**src/rtl/apuf_race_ctrl_if.sv**
```systemverilog
// Host/arbiter-side signal bundle for the APUF race controller.
// Response handshake: a response transfers on a cycle where resp_valid && resp_ready; resp_valid holds until then.
interface apuf_race_ctrl_if #(
    parameter int nCHAL = 64
);
    logic             start;
    logic [nCHAL-1:0] chal_in;
    logic             busy;
    logic [nCHAL-1:0] chal_out;
    logic             launch;
    logic             arb_in;
    logic             resp;
    logic             stable;
    logic [7:0]       ones_cnt;
    logic             resp_valid;
    logic             resp_ready;
    logic [1:0]       state_dbg;

    modport master (
        output start, chal_in, arb_in, resp_ready,
        input  busy, chal_out, launch, resp, stable, ones_cnt, resp_valid, state_dbg
    );

    modport slave (
        input  start, chal_in, arb_in, resp_ready,
        output busy, chal_out, launch, resp, stable, ones_cnt, resp_valid, state_dbg
    );
endinterface

```
**src/rtl/apuf_race_ctrl.sv**
```systemverilog
// APUF evaluation controller: drives the challenge, fires NEVAL launch edges into the
// switch chain, majority-votes the synchronized arbiter decisions and returns one response bit.
module apuf_race_ctrl #(
    parameter int nCHAL  = 64,
    parameter int NEVAL  = 15,
    parameter int SETTLE = 16,
    parameter int PRECHG = 8
) (
    input logic             clk,
    input logic             rst,
    apuf_race_ctrl_if.slave bus
);
    localparam int PMAX = (SETTLE > PRECHG) ? SETTLE : PRECHG;
    localparam int CW   = $clog2(PMAX);
    localparam logic [CW-1:0] PRE_LAST = CW'(PRECHG - 1);
    localparam logic [CW-1:0] SET_LAST = CW'(SETTLE - 1);
    localparam logic [7:0]    N_EVAL   = 8'(NEVAL);
    localparam logic [7:0]    N_HALF   = 8'(NEVAL / 2);

    typedef enum logic [1:0] {
        S_IDLE   = 2'd0,
        S_PRECHG = 2'd1,
        S_FIRE   = 2'd2,
        S_DONE   = 2'd3
    } state_t;

    state_t           state_q, state_d;
    logic [CW-1:0]    phase_q, phase_d;
    logic [7:0]       eval_q, eval_d;
    logic [7:0]       ones_q, ones_d;
    logic [nCHAL-1:0] chal_q, chal_d;
    logic             busy_q, busy_d;
    logic             launch_q, launch_d;
    logic             resp_q, resp_d;
    logic             stable_q, stable_d;
    logic             valid_q, valid_d;
    logic             arb_meta_q, arb_meta_d;
    logic             arb_s_q, arb_s_d;
    logic [7:0]       eval_nxt;

    always_ff @(posedge clk or posedge rst) begin
        if (rst) begin
            state_q    <= S_IDLE;
            phase_q    <= '0;
            eval_q     <= '0;
            ones_q     <= '0;
            chal_q     <= '0;
            busy_q     <= 1'b0;
            launch_q   <= 1'b0;
            resp_q     <= 1'b0;
            stable_q   <= 1'b0;
            valid_q    <= 1'b0;
            arb_meta_q <= 1'b0;
            arb_s_q    <= 1'b0;
        end else begin
            state_q    <= state_d;
            phase_q    <= phase_d;
            eval_q     <= eval_d;
            ones_q     <= ones_d;
            chal_q     <= chal_d;
            busy_q     <= busy_d;
            launch_q   <= launch_d;
            resp_q     <= resp_d;
            stable_q   <= stable_d;
            valid_q    <= valid_d;
            arb_meta_q <= arb_meta_d;
            arb_s_q    <= arb_s_d;
        end
    end

    always_comb begin
        state_d    = state_q;
        phase_d    = phase_q;
        eval_d     = eval_q;
        ones_d     = ones_q;
        chal_d     = chal_q;
        busy_d     = busy_q;
        resp_d     = resp_q;
        stable_d   = stable_q;
        valid_d    = valid_q;
        arb_meta_d = bus.arb_in;
        arb_s_d    = arb_meta_q;
        eval_nxt   = eval_q + 8'd1;

        case (state_q)
            S_IDLE: begin
                if (bus.start) begin
                    chal_d   = bus.chal_in;
                    ones_d   = '0;
                    eval_d   = '0;
                    phase_d  = '0;
                    resp_d   = 1'b0;
                    stable_d = 1'b0;
                    busy_d   = 1'b1;
                    state_d  = S_PRECHG;
                end
            end
            S_PRECHG: begin
                if (phase_q == PRE_LAST) begin
                    phase_d = '0;
                    state_d = S_FIRE;
                end else begin
                    phase_d = phase_q + 1'b1;
                end
            end
            S_FIRE: begin
                if (phase_q == SET_LAST) begin
                    // Only the settled decision at the end of the window is counted.
                    phase_d = '0;
                    ones_d  = ones_q + {7'd0, arb_s_q};
                    eval_d  = eval_nxt;
                    if (eval_nxt == N_EVAL) begin
                        resp_d   = (ones_d > N_HALF);
                        stable_d = (ones_d == 8'd0) || (ones_d == N_EVAL);
                        valid_d  = 1'b1;
                        state_d  = S_DONE;
                    end else begin
                        state_d = S_PRECHG;
                    end
                end else begin
                    phase_d = phase_q + 1'b1;
                end
            end
            S_DONE: begin
                if (valid_q && bus.resp_ready) begin
                    valid_d = 1'b0;
                    busy_d  = 1'b0;
                    state_d = S_IDLE;
                end
            end
            default: state_d = S_IDLE;
        endcase

        // Registered launch follows the next state so it is high exactly while in FIRE.
        launch_d = (state_d == S_FIRE);
    end

    assign bus.busy       = busy_q;
    assign bus.chal_out   = chal_q;
    assign bus.launch     = launch_q;
    assign bus.resp       = resp_q;
    assign bus.stable     = stable_q;
    assign bus.ones_cnt   = ones_q;
    assign bus.resp_valid = valid_q;
    assign bus.state_dbg  = state_q;
endmodule

```
**src/flat_wrapper.sv**
```systemverilog
// flat-port wrapper written by rule: the top's interface ports become plain ports
module apuf_race_ctrl_flat 
#(
    parameter int nCHAL  = 64,
    parameter int NEVAL  = 15,
    parameter int SETTLE = 16,
    parameter int PRECHG = 8
)
  (clk, rst, bus_start, bus_chal_in, bus_arb_in, bus_resp_ready, bus_busy, bus_chal_out, bus_launch, bus_resp, bus_stable, bus_ones_cnt, bus_resp_valid, bus_state_dbg);
  apuf_race_ctrl_if #(.nCHAL(nCHAL)) bus_i ();
  input logic clk;
  input logic rst;
  input wire logic [$bits(bus_i.start)-1:0] bus_start;
  input wire logic [$bits(bus_i.chal_in)-1:0] bus_chal_in;
  input wire logic [$bits(bus_i.arb_in)-1:0] bus_arb_in;
  input wire logic [$bits(bus_i.resp_ready)-1:0] bus_resp_ready;
  output wire logic [$bits(bus_i.busy)-1:0] bus_busy;
  output wire logic [$bits(bus_i.chal_out)-1:0] bus_chal_out;
  output wire logic [$bits(bus_i.launch)-1:0] bus_launch;
  output wire logic [$bits(bus_i.resp)-1:0] bus_resp;
  output wire logic [$bits(bus_i.stable)-1:0] bus_stable;
  output wire logic [$bits(bus_i.ones_cnt)-1:0] bus_ones_cnt;
  output wire logic [$bits(bus_i.resp_valid)-1:0] bus_resp_valid;
  output wire logic [$bits(bus_i.state_dbg)-1:0] bus_state_dbg;
  assign bus_i.start = bus_start;
  assign bus_i.chal_in = bus_chal_in;
  assign bus_i.arb_in = bus_arb_in;
  assign bus_i.resp_ready = bus_resp_ready;
  assign bus_busy = bus_i.busy;
  assign bus_chal_out = bus_i.chal_out;
  assign bus_launch = bus_i.launch;
  assign bus_resp = bus_i.resp;
  assign bus_stable = bus_i.stable;
  assign bus_ones_cnt = bus_i.ones_cnt;
  assign bus_resp_valid = bus_i.resp_valid;
  assign bus_state_dbg = bus_i.state_dbg;
  apuf_race_ctrl #(.nCHAL(nCHAL), .NEVAL(NEVAL), .SETTLE(SETTLE), .PRECHG(PRECHG)) u_core (.clk(clk), .rst(rst), .bus(bus_i));
endmodule
```
**config.mk**
```make
export PLATFORM = sky130hd
export DESIGN_NAME = apuf_race_ctrl_flat
export DESIGN_NICKNAME = d
export VERILOG_FILES = /design/src/rtl/apuf_race_ctrl_if.sv /design/src/rtl/apuf_race_ctrl.sv /design/src/flat_wrapper.sv
export SDC_FILE = /design/constraint.sdc
export NUM_CORES = 1
export LEC_CHECK = 0
export ABC_AREA = 1
export BUFFER_PORTS_ARGS = -buffer_cell sky130_fd_sc_hd__buf_2
export CAP_MARGIN = 20
export CORE_UTILIZATION = 50
export DETAILED_ROUTE_END_ITERATION = 7
export GPL_TIMING_DRIVEN = 0
export PLACE_DENSITY = 0.9
export SYNTH_ARGS = -nofsm -noshare
export SYNTH_HDL_FRONTEND = slang
export SYNTH_SLANG_ARGS = --single-unit
```
**constraint.sdc**
```tcl
create_clock -name clk -period 7.1 [get_ports clk]
set_input_delay 1.065 -clock clk [delete_from_list [all_inputs] [get_ports clk]]
set_output_delay 1.065 -clock clk [all_outputs]
set_load 0.02 [all_outputs]
```
# After elaboration in Yosys (flattened, before gate mapping)
# Index checks and enable logic that the tools add are counted.
# word_totals
register_bits,93
in_bits,69
output_inout_bits,79
word_cells,70
# classes
add_sub_neg,3
magnitude_cmp,1
n_eq_ne,12
n_mux,28
n_reduce_logical,14
# ops
cell,n
one-hot mux 8 bit (2 select lines),2
two-way mux 8 bit,3
equality test 8 x 4 -> 1 bit (second input constant),2
two-way mux 4 bit,3
one-hot mux 4 bit (3 select lines),1
two-way mux 2 bit,5
two-way mux 1 bit,9
adder 8 x 1 -> 8 bit,1
adder 8 x 1 -> 8 bit (second input constant),1
> comparator 8 x 3 -> 1 bit (second input constant),1
logical NOT 8 bit,1
one-hot mux 1 bit (2 select lines),4
one-hot mux 2 bit (4 select lines),1
AND reduction 4 bit,2
equality test 2 bit (second input constant),3
!= test 2 x 1 -> 1 bit (second input constant),3
AND reduction 3 bit,2
nonzero test 2 bit,3
adder 4 x 1 -> 4 bit (second input constant),1
equality test 4 x 3 -> 1 bit (second input constant),1
equality test 4 bit (second input constant),1
AND reduction 2 bit,2
nonzero test 3 bit,1
equality test 2 x 1 -> 1 bit (second input constant),1
4 further kinds,4

# Longest topological paths before layout
# Gate-level depths: netlist of run 1.
# logic_depth
depth_word,6
ltp_mapped,12
mapped_depth_nobuf,12

# Worst setup path before layout of run 1
# Ideal clock, no wire load.
# synth_timing
kind,input to register
start,in bus_start
end,"reg u_core.stable_q, in the netlist u_core.bus.stable"
t_arrival_ns,1.806
t_required_ns,7.035
slack_ns,5.229
path_stages,8
n_path_buf,0
path_cell_list,nand2_1 > o21ai_2 > nand2_4 > nor2_8 > inv_4 > nor2_2 > nand3_1 > nand2_1
# synth_between
elab_chain_cells,2
# synth_lines
item,line_no,text
from (decl),flat_wrapper.sv:13,input wire logic [$bits(bus_i.start)-1:0] bus_start;
!= test 2 bit (no source line),n/a,
AND reduction 4 bit (no source line),n/a,
to (signal assigned),apuf_race_ctrl.sv:64,stable_q <= stable_d;
to (decl),apuf_race_ctrl.sv:35,"logic stable_q, stable_d;"
# Every way passes these cells.
# A chain may end at the register's enable or synchronous reset.

# Worst setup path after layout of run 1
# layout_timing
start,"reg u_core.state_q[1], in the netlist u_core.bus.state_dbg[1]"
end,out bus_state_dbg[1]
# layout_lines
item,line_no,text
from (decl),apuf_race_ctrl.sv:27,"state_t state_q, state_d;"
from (signal assigned),apuf_race_ctrl.sv:56,state_q <= state_d;
to (decl),flat_wrapper.sv:24,output wire logic [$bits(bus_i.state_dbg)-1:0] bus_state_dbg;
# No word-level cell between the ends.

==> flow_metrics.py, run 1 <==
metrics = {
    "synth": {
        "synthFlopType": "dfrtp_1",
        "yosys_warnings": 0,
        "yosysTopAreaCell": "dfrtp_1",
        "ys_seq_area_share_pct": 57.85,
        "synthArstFlopShare_pct": 100.0,
        "synth-edff-count": 0,
        "synthTopCellsByCount": "nand2_1, dfrtp_1, inv_1",
        "synthDominantCellAreaShare_pct": 57.85,
        "synth_nets": 549,
        "syn_avg_cell_area_um2": 8.541,
        "synth_seq_cells": 93,
        "yosysMostFrequentCell": "nand2_1",
        "synth_area_leaders": "dfrtp_1, nand2_1, ha_1",
        "syn_area_um2": 4023,
        "syn_inst": 471,
        "ys_types": 28,
    },
    "final_layout": {
        "final_layout_size_suffix_gt1_share_pct": 28.50,
        "fin_area_um2": 5139,
        "fin_util_pct": 66.16,
        "nFillCells": 621,
        "multi_input_area_um2": 1523,
        "syn2layout_area_growth_pct": 27.74,
        "fin_nets": 708,
        "seqCellArea_um2": 2327,
        "n_antenna_cell": 0,
    },
    "place": {
        "dpl_cell_area_um2": 4916,
        "gp_congestion": 0.8792,
        "io_buffers": 147,
        "place_ws_ns": 4.818,
        "dpl.hpwl_um": 7192,
    },
    "grt": {
        "grt_pass1_wl_um": 16150,
        "grt_pass1_vias": 3577,
        "grt_max_degree": 51,
        "overflow": 0,
        "grt_use_total_pct": 24.17,
        "antenna_found_initial": 0,
    },
    "route": {
        "ant_nets": 0,
        "wire_per_inst_um": 13.04,
        "first_pass_iters": 6,
        "drc": 0,
        "drtIter0Drc": 175,
        "finalWirelength_um": 9607,
        "drt-vias-per-instance": 4.897,
        "vias": 3609,
    },
    "clock_tree": {
        "path_clk_slew_ns": 0.10,
        "tritoncts_num_sinks": 93,
        "numCtsBuffers": 9,
        "ctsResizeCount": 0,
        "cts_setup_buffers": 0,
        "cts-hold-fix-buffers": 0,
        "max-clock-path-buffers": 2,
        "insertion_delay_ns": 0.35,
        "ctsHtreeMaxLevel": 3,
        "clock-root-buffer": "clkbuf_8",
        "cts_tree": "built",
    },
    "sta": {
        "setup_tns_ns": 0,
        "hold_viol_final": 0,
        "setup_ws_ns": 5.022,
        "whs_ns": 0.3741,
        "slew_violations": 0,
        "min_period_ns": 2.078,
        "final.setup_skew_ns": 0.01264,
        "setup_viol": 0,
        "max-slew-margin-rel_pct": 62.96,
        "max_freq_mhz": 481.1,
        "post-route-period-util_pct": 29.27,
        "rsz0062_at_grt": "false",
        "worst_slew_pin_slew_ns": 0.5557,
    },
    "worst_setup_path": {
        "cp-start-kind": "flop",
        "worstPathRequired_ns": 6.03,
        "cp_num_buf_inv": 1,
        "worstSetupPathType": "reg -> out",
        "crit_path_max_incr_delay_ns": 0.46,
        "path_cells": "buf_2",
        "worstPathArrival_ns": 1.01,
        "end_kind": "primary output",
        "cpLargestDelayFamily": "flip-flops",
        "cp_slowest_cell": "dfrtp_1",
        "path_max_fanout": 6,
    },
    "die": {
        "initial_core_util_pct": 51.79,
        "die_area_um2": 8408,
        "coreArea_um2": 7767,
        "std_cell_rows": 32,
        "ios": 148,
        "dieHeight_um": 91.70,
        "die_w_um": 91.70,
    },
    "outcome": {
        "status": "finished clean",
    },
    "pwr": {
        "powerDensity_nw_per_um2": 391.4,
        "ir_drop_uv": 264.4,
        "p_leak_nw": 2.960,
    },
    "hold_path": {
        "hold_path.class": "reg -> reg",
    },
    "run": {
        "drv_cap": 0,
    },
}
-- sequential cells by signal, summed over array words and instances, names as in the netlist --
signal	count
u_core.bus.busy	1
u_core.bus.ones_cnt	8
u_core.phase_q	4
u_core.arb_meta_q	1
u_core.bus.launch	1
u_core.bus.chal_out	64
u_core.arb_s_q	1
u_core.eval_q	8
u_core.bus.resp	1
u_core.bus.stable	1
u_core.bus.resp_valid	1
u_core.bus.state_dbg	2
-- path summary, 6_finish.rpt --
| path | slack, ns | depth (start not counted) | from | endpoint |
|---|---|---|---|---|
| max | 5.02 | 1 | u_core.bus.state_dbg[1] | bus_state_dbg[1] |
| min | 0.37 | 0 | u_core.arb_meta_q | u_core.arb_s_q |
| max reg2reg | 5.13 | 7 | u_core.bus.state_dbg[1] | u_core.bus.chal_out[44] |
| min reg2reg | 0.37 | 0 | u_core.arb_meta_q | u_core.arb_s_q |
| max in group asynchronous | 5.71 | 3 | rst | u_core.bus.chal_out[48] |
| min in group asynchronous | 0.76 | 2 | rst | u_core.bus.chal_out[63] |
-- cell type report --
class	count	share of cell area, %
clock inverter	6	1.850
sequential	93	45.29
clock buffer	10	2.484
tap	102	2.484
timing repair buffer	148	14.85
multi-input combinational	335	29.63
inverter	29	2.216
buffer	14	1.193
-- cells by family (layout without fill, tap and decap cells) --
logic type / count (synthesis) / in the layout / synth area share, %
buf+inv: 43 / 207 / 4.292
mux: 1 / 1 / 0.2488
flops: 93 / 93 / 57.85
fa+ha+maj: 9 / 9 / 2.799
xor+xnor: 7 / 7 / 1.524
simple gates: 285 / 285 / 28.24
compound gates: 33 / 33 / 5.039
-- power breakdown --
part	internal [mW]	switching, mW
Sequential	0.715	0.106
Clock	0.202	0.192
Combinational	0.256	0.540
-- per-stage QoR --
stage,instances,power [mW]
final,737,2.011
after detailed placement,721,1.627
after CTS,737,2.023
after global routing,737,2.133
after floorplan,471,1.323
after global placement,720,1.590
-- layout by cell type, fill, tap and decap left out --
cell type,Yosys,layout
clkinvlp_4,0,2
xor2_1,7,7
dfrtp_1,93,93
a21oi_1,3,3
o21ai_2,1,1
bufinv_16,0,2
o211ai_1,1,1
nor3_1,3,3
a32o_1,1,1
clkbuf_1,7,8
nor2_2,2,2
a22o_1,4,4
inv_1,26,25
nand2_2,1,1
ha_1,9,9
nand2_4,1,1
nor2_8,1,1
nand3_2,1,1
mux2i_1,1,1
o21ai_0,14,14
inv_6,0,1
inv_4,1,2
buf_2,7,154
inv_8,0,1
clkbuf_8,0,9
nand3_1,14,14
o21ai_1,2,2
buf_16,0,1
nand4_1,3,3
nor2_1,14,14
nand2_1,245,245
inv_2,2,2
o21bai_1,2,2
o22ai_1,5,5
-- metal layers --
| layer | global-route usage (%) | up-vias | part of all wire [%] |
|---|---|---|---|
| met5 | 0 | - | 0 |
| met3 | 7.214 | 8 | 6.6 |
| met1 | 29.12 | 1694 | 41 |
| met4 | 7.161 | 0 | 1.1 |
| li1 | - | 1787 | - |
| met2 | 41.98 | 120 | 51 |
(Power assumes the default switching activity.)
==> run 2, diff against run 1 <==
Settings changed: CORE_UTILIZATION 50 to 44, PLACE_DENSITY 0.9 to 0.84.
Clock period 7.1 ns to 1.82 ns, I/O delays scaled along.
==> run 2 against run 1 <==
- the flow now finishes with violations (design-rule violations)
- critical path type is now reg -> reg
- first-iteration DRC count shrank 19%
- critical path depth rose by 8
- total power rose to 3.9 times the previous value
- combinational power grew to 4.0 times the previous value
- final cell count grew 1.8%
- routed wire length increased by 6.2%
- clock skew about the same
- die area is 13% higher
- count of clock-buffer cells in the layout did not move
- design area rose by 2.3%
- sequential share of layout area shrank 0.93 points
==> flow_metrics.py, run 2 (synthesis gave the netlist of run 1 again) <==
metrics = {
    "route": {
        "wire_per_inst_um": 13.61,
        "met1Wirelength_um": 4186,
        "ant_nets": 0,
        "drc": 10,
        "drtIter0Drc": 142,
        "wl_met2_um": 5122,
        "vias": 3669,
        "top_layer_used": "met4",
        "first_pass_iters": 7,
        "finalWirelength_um": 10210,
        "dr_wl_met3_um": 720,
        "drt-vias-per-instance": 4.892,
    },
    "final_layout": {
        "n_antenna_cell": 0,
        "syn2layout_area_growth_pct": 30.64,
        "largest_reg_flops": 64,
        "fin_area_um2": 5255,
        "nFillCells": 767,
        "fin_nets": 716,
        "final_common_cell": "nand2_1",
        "layout_common_cells": "nand2_1, buf_2, dfrtp_1",
        "final_layout_size_suffix_gt1_share_pct": 32.24,
    },
    "run": {
        "drv_cap": 0,
    },
    "sta": {
        "max_freq_mhz": 581.3,
        "worst_slew_pin_slew_ns": 0.4253,
        "setup_tns_ns": 0,
        "rsz0062_at_grt": "true",
        "slew_violations": 0,
        "min_period_ns": 1.720,
        "hold_viol_final": 0,
        "final.setup_skew_ns": 0.01226,
        "post-route-period-util_pct": 94.53,
        "setup_viol": 0,
        "max-slew-margin-rel_pct": 71.35,
    },
    "grt": {
        "grt_max_degree": 42,
        "grt_pass1_wl_um": 16790,
        "grt_pass1_vias": 3801,
        "overflow": 0,
        "grt_use_total_pct": 22.09,
        "antenna_found_initial": 0,
    },
    "outcome": {
        "violations": "design-rule violations",
        "status": "complete, but fails checks",
    },
    "die": {
        "std_cell_rows": 34,
        "die_area_um2": 9529,
        "initial_core_util_pct": 45.68,
        "dieHeight_um": 97.62,
        "ios": 148,
        "die_w_um": 97.62,
        "coreArea_um2": 8806,
    },
    "worst_setup_path": {
        "cp_common_cell": "inv_2",
        "crit_path_max_incr_delay_ns": 0.46,
        "cp_slowest_cell": "dfrtp_2",
        "cp_num_buf_inv": 3,
        "worstPathRequired_ns": 2.09,
        "cp-start-kind": "flop",
        "worstPathArrival_ns": 1.99,
        "end_kind": "flop",
        "path_cells": "inv_2 -> ha_4 -> inv_2 -> o21ai_4 -> nand2_4 -> nor2_8 -> buf_4 -> nand3_1 -> o21ai_0",
        "cpLargestDelayFamily": "flip-flops",
        "path_max_fanout": 8,
        "worstSetupPathType": "reg -> reg",
    },
    "clock_tree": {
        "path_clk_slew_ns": 0.10,
        "clock-root-buffer": "clkbuf_8",
        "ctsHtreeMaxLevel": 3,
        "insertion_delay_ns": 0.36,
        "cts_tree": "built",
        "max-clock-path-buffers": 2,
        "tritoncts_num_sinks": 93,
        "numCtsBuffers": 9,
    },
    "pwr": {
        "p_leak_nw": 2.987,
        "power_frac_seq_pct": 41.3,
        "ir_drop_uv": 914.6,
        "switchingPower_mw": 3.300,
        "powerDensity_nw_per_um2": 1478,
        "switching_share_pct": 42.48,
        "pwr-share-comb_pct": 40.9,
        "internal_power_mw": 4.468,
        "clockPowerShare_pct": 17.8,
    },
    "hold_path": {
        "hold_path.class": "in -> reg",
    },
    "place": {
        "gp_congestion": 0.8273,
        "io_buffers": 147,
        "dpl.hpwl_um": 7537,
        "dpl_cell_area_um2": 4937,
    },
}
==> run 2: changes by cell type in the layout (fill, tap and decap cells not counted), sizes merged <==
cell / before / now
buf: 155 / 161
bufinv: 2 / 1
clkinv: 0 / 1
clkinvlp: 2 / 3
dlygate4sd3: 0 / 2
inv: 31 / 29
==> run 2: area by class of cell <==
type / count / area, um2 / share of cell area (%)
clock inverter: 5 / 61.31 / 1.167
multi-input combinational: 335 / 1585 / 30.17
timing repair buffer: 156 / 833.3 / 15.86
inverter: 29 / 115.1 / 2.190
sequential: 93 / 2331 / 44.36
clock buffer: 10 / 127.6 / 2.429
tap: 108 / 135.1 / 2.571
buffer: 14 / 66.31 / 1.262
==> run 2: power groups by stage <==
| stage | clock network [mW] | logic, mW | registers [mW] |
|---|---|---|---|
| 4_1_cts | 1.40 | 3.16 | 3.21 |
| 5_1_grt | 1.47 | 3.50 | 3.30 |
| 3_3_place_gp | 0 | 3.02 | 3.19 |
| 2_1_floorplan | 0 | 1.07 | 4.09 |
| 3_5_place_dp | 0 | 3.15 | 3.22 |
| 6_report | 1.38 | 3.18 | 3.21 |
==> run 2: worst reg2reg max path: cells and delay by family, from the launching register on <==
family	cells	cell delay, ns
buf+inv	3	0.38
fa+ha+maj	1	0.19
compound gates	2	0.25
flops	1	0.46
simple gates	3	0.37
==> run 2: worst paths after layout <==
kind	slack (ns)	endpoint	cells after the start	start
worst max-delay path	0.1	u_core.eval_q[3]	9	u_core.bus.state_dbg[0]
worst min-delay path	0.10	u_core.bus.chal_out[55]	3	bus_chal_in[55]
worst max register to register	0.1	u_core.eval_q[3]	9	u_core.bus.state_dbg[0]
worst min register to register	0.36	u_core.arb_s_q	0	u_core.arb_meta_q
max in group asynchronous	0.86	u_core.bus.state_dbg[0]	4	rst
min in group asynchronous	0.42	u_core.bus.chal_out[33]	3	rst
==> run 2: per-stage QoR <==
step	worst slack (ns)	power (mW)	utilization [%]	hold slack, ns	cells
final	0.09959	7.768	59.68	0.1006	750
after CTS	0.005706	7.764	58.50	0.005153	745
after detailed placement	-0.1369	6.372	56.07	0.2617	728
after floorplan	0.09351	5.161	-	0.3044	471
after global routing	-0.05263	8.266	59.68	0.1012	750
after global placement	-0.1097	6.207	55.61	0.3378	726
==> run 2: routing by layer <==
layer / global-route usage [%] / vias up
met2: 38.84 / 126
met4: 9.091 / 0
li1: - / 1791
met5: 0 / -
met1: 24.98 / 1733
met3: 6.547 / 19
==> run 2: repair_timing <==
action                                 in CTS  in global routing
setup buffers                               1                  4
hold buffers                                1                  1
pin swaps                                   1                  3
endpoints found under the hold margin      11                  1
setup endpoints to repair                  63                 76
gates resized for setup                     4                 22
==> run 3, diff against run 2 <==
Settings changed: CORE_UTILIZATION 44 to 49, PLACE_DENSITY 0.84 to 0.88.
Clock period 1.82 ns to 1.79 ns, I/O delays scaled along.
==> run 3 against run 2 <==
- the run now ends clean
- flip-flop and latch count did not move
- first-iteration DRC count up 39%
- largest power group is now combinational cells
- critical path type unchanged
- count of clock-buffer cells in the layout stayed put
- via count is 2.1% higher
- design area is 1.4% higher
- setup slack worse by 0.026 ns
- critical endpoint is now u_core.bus.resp
- fmax up 0.26%
- combinational power increased by 4%
- die area is 10% lower
- final cell count fell by 0.27%
- sequential power is 2% higher
- highest routed layer unchanged
==> flow_metrics.py, run 3 (synthesis gave the netlist of run 1 again) <==
metrics = {
    "sta": {
        "setup_ws_ns": 0.07400,
        "hold_viol_final": 0,
        "min_period_ns": 1.716,
        "setup_viol": 0,
        "rsz0062_at_grt": "true",
        "slew_violations": 0,
        "max-slew-margin-rel_pct": 56.62,
        "final.setup_skew_ns": 0.009896,
        "whs_ns": 0.01457,
        "post-route-period-util_pct": 95.87,
        "worst_slew_pin_slew_ns": 0.6494,
        "max_freq_mhz": 582.7,
    },
    "die": {
        "initial_core_util_pct": 51.26,
        "dieHeight_um": 92.61,
        "ios": 148,
        "die_area_um2": 8576,
        "coreArea_um2": 7848,
        "std_cell_rows": 32,
        "die_w_um": 92.61,
    },
    "grt": {
        "grt_pass1_wl_um": 16880,
        "grt_use_total_pct": 24.97,
        "antenna_found_initial": 0,
        "grt_max_degree": 34,
        "grt_pass1_vias": 3829,
        "overflow": 0,
    },
    "worst_setup_path": {
        "worstSetupPathType": "reg -> reg",
        "worstPathRequired_ns": 2.05,
        "path_max_fanout": 3,
        "worstPathArrival_ns": 1.97,
        "cp-start-kind": "flop",
        "r2r_cells": 10,
        "end_kind": "flop",
    },
    "place": {
        "dp.cells": 722,
        "gp_congestion": 0.8613,
        "place_ws_ns": -0.1486,
        "dpl.hpwl_um": 7580,
        "io_buffers": 147,
    },
    "clock_tree": {
        "cts_tree": "built",
        "numCtsBuffers": 9,
        "max-clock-path-buffers": 2,
        "path_clk_slew_ns": 0.10,
        "clock-root-buffer": "clkbuf_8",
        "tritoncts_num_sinks": 93,
        "insertion_delay_ns": 0.36,
        "ctsHtreeMaxLevel": 3,
    },
    "route": {
        "wire_per_inst_um": 13.90,
        "ant_nets": 0,
        "vias": 3747,
        "drc": 0,
        "drtIter0Drc": 198,
        "drt-vias-per-instance": 5.009,
        "finalWirelength_um": 10400,
        "first_pass_iters": 4,
    },
    "hold_path": {
        "hold_path.class": "in -> reg",
        "hold_depth": 1,
    },
    "final_layout": {
        "fin_nets": 719,
        "seqCellArea_um2": 2330,
        "n_antenna_cell": 0,
        "largest_reg_flops": 64,
        "nFillCells": 639,
        "multi_input_area_um2": 1622,
        "layout_common_cells": "nand2_1, buf_2, dfrtp_1",
        "layout.cells.non_filler": 748,
        "final_common_cell": "nand2_1",
        "final_layout_size_suffix_gt1_share_pct": 32.97,
        "syn2layout_area_growth_pct": 32.41,
    },
    "pwr": {
        "powerDensity_nw_per_um2": 1503,
        "p_leak_nw": 3.034,
        "ir_drop_uv": 1123,
        "total_power_mw": 8.008,
    },
    "outcome": {
        "status": "finished clean",
    },
    "run": {
        "drv_cap": 0,
    },
}
==> run 3: cell count changes in the layout (fill, tap and decap cells not counted), sizes merged <==
cell	change
clkinv	+1
buf	+4
clkinvlp	-1
inv	+1
dlygate4sd3	-1
==> run 3: cell type report <==
class	count	share of cell area, %
well taps	102	2.396
clock inverters	6	1.339
inverters	29	2.161
clock buffers	10	2.396
flip-flops and latches	93	43.74
plain buffers	14	1.268
repair buffers	159	16.26
multi-input cells	335	30.44
==> run 3: worst paths after layout <==
| kind | from | to | slack (ns) |
|---|---|---|---|
| max in group asynchronous | rst | u_core.bus.chal_out[6] | 0.43 |
| min | bus_arb_in | u_core.arb_meta_q | 0.01 |
| max | u_core.bus.ones_cnt[0] | u_core.bus.resp | 0.07 |
| min reg2reg | u_core.arb_meta_q | u_core.arb_s_q | 0.36 |
| min in group asynchronous | rst | u_core.bus.chal_out[9] | 0.55 |
| max reg2reg | u_core.bus.ones_cnt[0] | u_core.bus.resp | 0.07 |
==> run 3: what timing repair did <==
item | 4_1_cts | 5_1_grt
setup buffers | 2 | 7
hold buffers | 1 | 0
setup endpoints to repair | 75 | 69
endpoints found under the hold margin | 15 | 0
pin swaps | 1 | 6
gates resized for setup | 10 | 22
==> run 3: stage by stage <==
stage	setup TNS (ns)	cell area, um2	utilization, %
after floorplan	0	4026	-
after global placement	-14.68	4890	62.31
after detailed placement	-7.003	4930	62.82
after CTS	0	5194	66.18
after global routing	-0.1260	5326	67.87
final	0	5326	67.87
==> run 3: worst max-delay path: stages (launching register included) <==
cell and delay, ns:
dfrtp_1 0.39, ha_2 0.22, ha_4 0.16, nand3_4 0.10, nor3_4 0.19, xor2_1 0.20
nand2_1 0.10, nor2_2 0.11, nand2_1 0.06, nand2_1 0.05, nand2_1 0.04
==> run 3: layer usage <==
metal	vias to the layer above	global-route usage, %	routed length, um
li1	1803	-	-
met1	1778	28.73	4107
met2	143	44.20	5351
met3	23	6.322	742
met4	0	10.16	198
met5	-	0	0
==> run 3: report_power, final <==
part | leakage, nW | switching [mW] | internal, mW
clock | 0.0988 | 0.777 | 0.662
sequential | 1.18 | 0.431 | 2.84
combinational | 1.76 | 2.21 | 1.09
total | 3.03 | 3.42 | 4.59
